### src/rtl/iram_fetch_arbiter.sv
// ---------------------------------------------------------------------------
// iram_fetch_arbiter
//
// Shares one single-port instruction RAM (1-cycle registered read) among
// NUM_CORES fetch units.  One round-robin grant per cycle; each granted fetch
// is tagged with its core index and follows the RAM through a 2-stage
// pipeline.  The RAM data is broadcast to every core and a one-hot rvalid
// names the core that owns it.
//
// Ports
//   clk        in   clock, rising edge
//   reset      in   synchronous, active-high
//   req        in   [NUM_CORES]          per-core fetch request (held until granted)
//   req_addr   in   [NUM_CORES*ADDR_W]   per-core fetch address, core i at [i*ADDR_W +: ADDR_W]
//   flush      in   [NUM_CORES]          per-core kill of in-flight fetches
//   gnt        out  [NUM_CORES]          one-hot accept, combinational
//   iram_addr  out  [ADDR_W]             registered RAM address
//   iram_data  in   [DATA_W]             RAM read data
//   rdata      out  [DATA_W]             iram_data, broadcast to all cores
//   rvalid     out  [NUM_CORES]          one-hot, marks the owner of rdata
// ---------------------------------------------------------------------------
module iram_fetch_arbiter #(
    parameter int NUM_CORES = 4,
    parameter int ADDR_W    = 16,
    parameter int DATA_W    = 16
) (
    input  logic                        clk,
    input  logic                        reset,
    input  logic [NUM_CORES-1:0]        req,
    input  logic [NUM_CORES*ADDR_W-1:0] req_addr,
    input  logic [NUM_CORES-1:0]        flush,
    output logic [NUM_CORES-1:0]        gnt,
    output logic [ADDR_W-1:0]           iram_addr,
    input  logic [DATA_W-1:0]           iram_data,
    output logic [DATA_W-1:0]           rdata,
    output logic [NUM_CORES-1:0]        rvalid
);

    localparam int IDX_W = $clog2(NUM_CORES);

    logic [NUM_CORES-1:0] eligible;
    logic                 found;
    logic [IDX_W-1:0]     winner;
    logic [ADDR_W-1:0]    winner_addr;

    logic [IDX_W-1:0]     rr_ptr;
    logic                 s1_vld;
    logic [IDX_W-1:0]     s1_tag;
    logic                 s2_vld;
    logic [IDX_W-1:0]     s2_tag;

    // Round-robin pick: scan upward from the core after the last winner,
    // wrapping, and take the first one that requests and is not being flushed.
    always_comb begin
        eligible = req & ~flush;
        found    = 1'b0;
        winner   = '0;
        for (int k = 1; k <= NUM_CORES; k++) begin
            if (!found && eligible[(int'(rr_ptr) + k) % NUM_CORES]) begin
                found  = 1'b1;
                winner = IDX_W'((int'(rr_ptr) + k) % NUM_CORES);
            end
        end
        winner_addr = req_addr[int'(winner)*ADDR_W +: ADDR_W];
    end

    // No grant is advertised during reset, since the grant would not be
    // recorded by the pipeline and the core would lose its request.
    always_comb begin
        gnt = '0;
        if (found && !reset) begin
            gnt[winner] = 1'b1;
        end
    end

    // Stage 1 tracks the fetch whose address is currently presented to the
    // RAM; stage 2 tracks the fetch whose data the RAM is returning.  A flush
    // seen while an entry sits in stage 1 keeps it from reaching stage 2,
    // which is the last point where it can still be cancelled.
    always_ff @(posedge clk) begin
        if (reset) begin
            iram_addr <= '0;
            rr_ptr    <= IDX_W'(NUM_CORES - 1);
            s1_vld    <= 1'b0;
            s1_tag    <= '0;
            s2_vld    <= 1'b0;
            s2_tag    <= '0;
        end else begin
            if (found) begin
                iram_addr <= winner_addr;
                rr_ptr    <= winner;
                s1_vld    <= 1'b1;
                s1_tag    <= winner;
            end else begin
                s1_vld    <= 1'b0;
            end
            s2_vld <= s1_vld & ~flush[s1_tag];
            s2_tag <= s1_tag;
        end
    end

    always_comb begin
        rvalid = '0;
        if (s2_vld) begin
            rvalid[s2_tag] = 1'b1;
        end
    end

    assign rdata = iram_data;

endmodule

### config.mk
export PLATFORM = sky130hd
export DESIGN_NAME = iram_fetch_arbiter
export DESIGN_NICKNAME = d
export VERILOG_FILES = /design/src/rtl/iram_fetch_arbiter.sv
export SDC_FILE = /design/constraint.sdc
export NUM_CORES = 1
export LEC_CHECK = 0
export ABC_AREA = 1
export CAP_MARGIN = 5
export CELL_PAD_IN_SITES_DETAIL_PLACEMENT = 0
export CELL_PAD_IN_SITES_GLOBAL_PLACEMENT = 2
export CORE_UTILIZATION = 29
export DETAILED_ROUTE_END_ITERATION = 12
export DONT_BUFFER_PORTS = 1
export PLACE_DENSITY_LB_ADDON = 0.1
export SLEW_MARGIN = 10
export SYNTH_ARGS = -nofsm -noshare
export SYNTH_HDL_FRONTEND = slang
export SYNTH_SLANG_ARGS = --single-unit
### constraint.sdc
create_clock -name clk -period 2.48 [get_ports clk]
set_input_delay 0.496 -clock clk [delete_from_list [all_inputs] [get_ports clk]]
set_output_delay 0.496 -clock clk [all_outputs]
set_load 0.02 [all_outputs]
==> results.md <==
Synth:
- The post-synthesis register bit count is 24.
- The netlist area before placement is between 2000 and 2500 sq um.
- The number of distinct library cell variants in the gate-level netlist after synthesis is 21.
- The per-instance average area after synthesis is 5.71 sq um.
- The cell count after synthesis is 389.
- Yosys printed 0 warnings.
- For this run, the register share of the synthesized area comes to 21.6%.
- Counting every net in the synthesized netlist gives between 400 and 500.

STA:
- Setup violations remaining at the end of the flow were counted as 0.
- The worst pin sits at a relative slew slack of 57.5%.
- The post-route fraction of the period consumed by the critical path is 94.6%.
- The total count of max-transition violations in the final report is 0.
- Setup repair after global routing left no endpoint under its margin.
- The maximum clock frequency is 426 MHz.
- The transition at the pin with the smallest max-transition slack is between 0.6 and 0.7 ns.
- The worst path needs 2.35 ns of the cycle, external delays included.
- After routing, the total negative slack on setup checks comes to 0 ns.
- Setup slack closes at ~0.13 ns.
- The count of final hold-check violations is 0.
- The maximum clock skew at final layout is 0.00894 ns.

Floorplanning:
- The die covers ~8000 sq um.
- The total number of placement rows is 31.
- The starting density of the core is a little under a third.
- The standard cell core area is 7330 sq um.
- 130 I/O pins were placed.
- The die outline height is 89.5 um.
- From left edge to right edge, the die measures 89.5 um.

Global route:
- The global routing usage summed across all routing layers is 16.7%.
- The number of global-route vias before repair is 2093.
- The initial antenna violation count was 0.
- The first global-routing pass estimated 10300 um of wire.
- The maximum number of pins on one net before global-route repair is 66.
- The remaining global-route overflow is 0.

Power:
- The power consumption is 3.96 mW.
- The leakage power is 1.35 nW.
- The total power density per cell area is 1720 nW/um^2.
- IR analysis of the VDD net gives a maximum drop of between 0.5 and 0.6 mV.

Setup path:
- Counting cells, the worst reg-to-reg path comes to 15.
- The startpoint of the lowest-slack register-to-register path is rr_ptr[0].
- The critical path class is register to primary output.
- The capture point of the worst reg-to-reg path is iram_addr[0].
- The worst setup path is captured at a primary output.
- In this design, the stage delay of the slowest critical-path cell is 0.38 ns.
- The kind of cell adding the most delay to the critical path is simple AND/OR/NAND/NOR gates.
- The critical path launch point type is a register.
- Counting both buffers and inverters, the worst setup path holds a total of 2.
- At the worst endpoint, the arrival time is around 1.9 ns.
- The highest fanout seen on the critical path is 10.
- The register-to-register setup slack is 0.33 ns.
- For this design, the slowest cell found on the critical path is dfxtp_4.
- The data required time at the worst endpoint is a little under 2 ns.
- The critical path goes through inv_2 > nand2_1 > nand2_2 > nand3_1 > nand2_2 > nand2_1 > nand2_4 > nand4_1 > buf_4 > nor2_4.

Run status:
- The flow ran to the end, and the final reports show no timing, DRC or antenna violations.

Clocking:
- After clock tree synthesis, the clock-pin slew on the worst setup and hold paths is 0.10 ns.
- The later pin in the worst-skew pair is clocked with a latency of 0.28 ns.
- The CTS tree is yes.
- The clock passes through at most 2 buffers.
- The library cell used as clock root buffer is clkbuf_8.
- The number of clock sinks seen by CTS is 24.
- TritonCTS created 3 clock buffers.
- The H-tree depth is 1.
- The total of hold buffers inserted after clock tree synthesis is 0.

Cells and area:
- At the end of the flow, the number of nets in the layout was 458.
- The share of cells above drive strength 1 is 10.1%.
- The layout has approximately 850 filler cells.
- The area growth from synthesis to layout is 3.66%.
- 0 antenna diodes ended up in the layout.
- The leading cell type in the layout, fill and taps excluded is inv_1.
- After routing the design area is roughly 2300 sq um.
- In the layout the commonest cells are 92 x inv_1, 67 x nand2_1, 64 x nand3_1, 38 x nor2_1, 35 x nand4_1.
- Measured on the finished design, the core utilization comes to 31.4%.

Routing:
- The aggregate routed wire length is 6560 um.
- In the routed design, unresolved DRC markers number 0.
- The count of antenna-violating nets left after detailed routing is 0.
- In the final routed layout, each cell accounts on average for 14.1 um.
- The iteration count of the initial detailed-routing pass is 5.
- The total number of vias is 2250.
- The violation count after the first detailed-routing iteration is 86.
- Dividing the detail-routed via count by the number of cells gives 4.83.

Placed design:
- The worst slack at placement is 0.203 ns.
- The total of buffers placed on input and output ports is 0.
- At the end of routability-driven placement, the weighted congestion stood at 0.775.
- Once detailed placement completed, the half-perimeter wirelength came to 4570 um.
- The placement-stage cell area is 2180 sq um.

Min path:
- The number of cells traversed by the worst hold path is 1.
- The worst hold path begins at reset.
- The worst hold path terminates at s2_tag[0].
- The type of the tightest min-delay check is input port to register.

Flow run:
- The reported max-cap violation count is 0.
==> worst max path at each step <==
stage                          from  depth (start not counted)     end
after floorplan            flush[1]                          9  gnt[1]
after global placement     flush[1]                         11  gnt[2]
after detailed placement   flush[1]                          9  gnt[3]
after CTS                 rr_ptr[1]                         11  gnt[2]
after global routing      rr_ptr[1]                         10  gnt[2]
final                     rr_ptr[1]                         10  gnt[3]
==> synth_stat cells, drive strengths merged <==
master | n | area share, %
a21oi | 2 | 0.45
buf | 37 | 12
clkbuf | 1 | 0.17
dfxtp | 24 | 22
inv | 95 | 16
nand2 | 74 | 13
nand3 | 68 | 16
nand4 | 36 | 10
nor2 | 41 | 6.9
nor3 | 6 | 1.4
o211ai | 2 | 0.68
o21ai | 3 | 0.68
==> final cells by class <==
type / instances / area [sq um] / area share [%]
inverters: 95 / 362 / 15.7
clock inverters: 1 / 30.0 / 1.30
clock buffers: 3 / 41.3 / 1.79
well taps: 99 / 124 / 5.38
repair buffers: 12 / 103 / 4.46
flip-flops and latches: 24 / 488 / 21.2
multi-input cells: 232 / 1150 / 50.2
==> flip-flops by register name (all words and copies together), names as in the netlist <==
register and cells:
s2_vld 1, s2_tag 2, rr_ptr 2, s1_vld 1, s1_tag 2, iram_addr 16
==> report_power, final <==
part	total (mW)	switching, mW	internal, mW
Sequential	0.826	0.260	0.566
Clock	0.364	0.148	0.216
Combinational	2.77	1.82	0.949
==> per-layer routing <==
layer | GRT usage (%) | share of wire [%] | up-vias
li1 | - | - | 1154
met1 | 22.1 | 46 | 988
met2 | 27.1 | 46 | 102
met3 | 4.89 | 7.9 | 6
met4 | 3.46 | 0.64 | 0
met5 | 0 | 0 | -
==> cell families after synthesis <==
group / after synthesis / share of synthesized area (%)
AOI/OAI and AO/OA: 7 / 1.80
and+or+nand+nor: 225 / 48.5
DFF: 24 / 21.6
buffers and inverters: 133 / 28.1
==> through the flow <==
step	hold WS [ns]	std cells
CTS	0.275	464
global placement	0.462	460
detailed placement	0.466	460
finish	0.283	466
global route	0.269	466
floorplan	0.416	389
==> what timing repair did <==
item	4_1_cts	5_1_grt
pin swaps	0	1
endpoints found under the setup margin	4	4
gates resized for setup	3	9
buffers inserted	0	2
No activity file was read; power rests on OpenSTA's default activity.
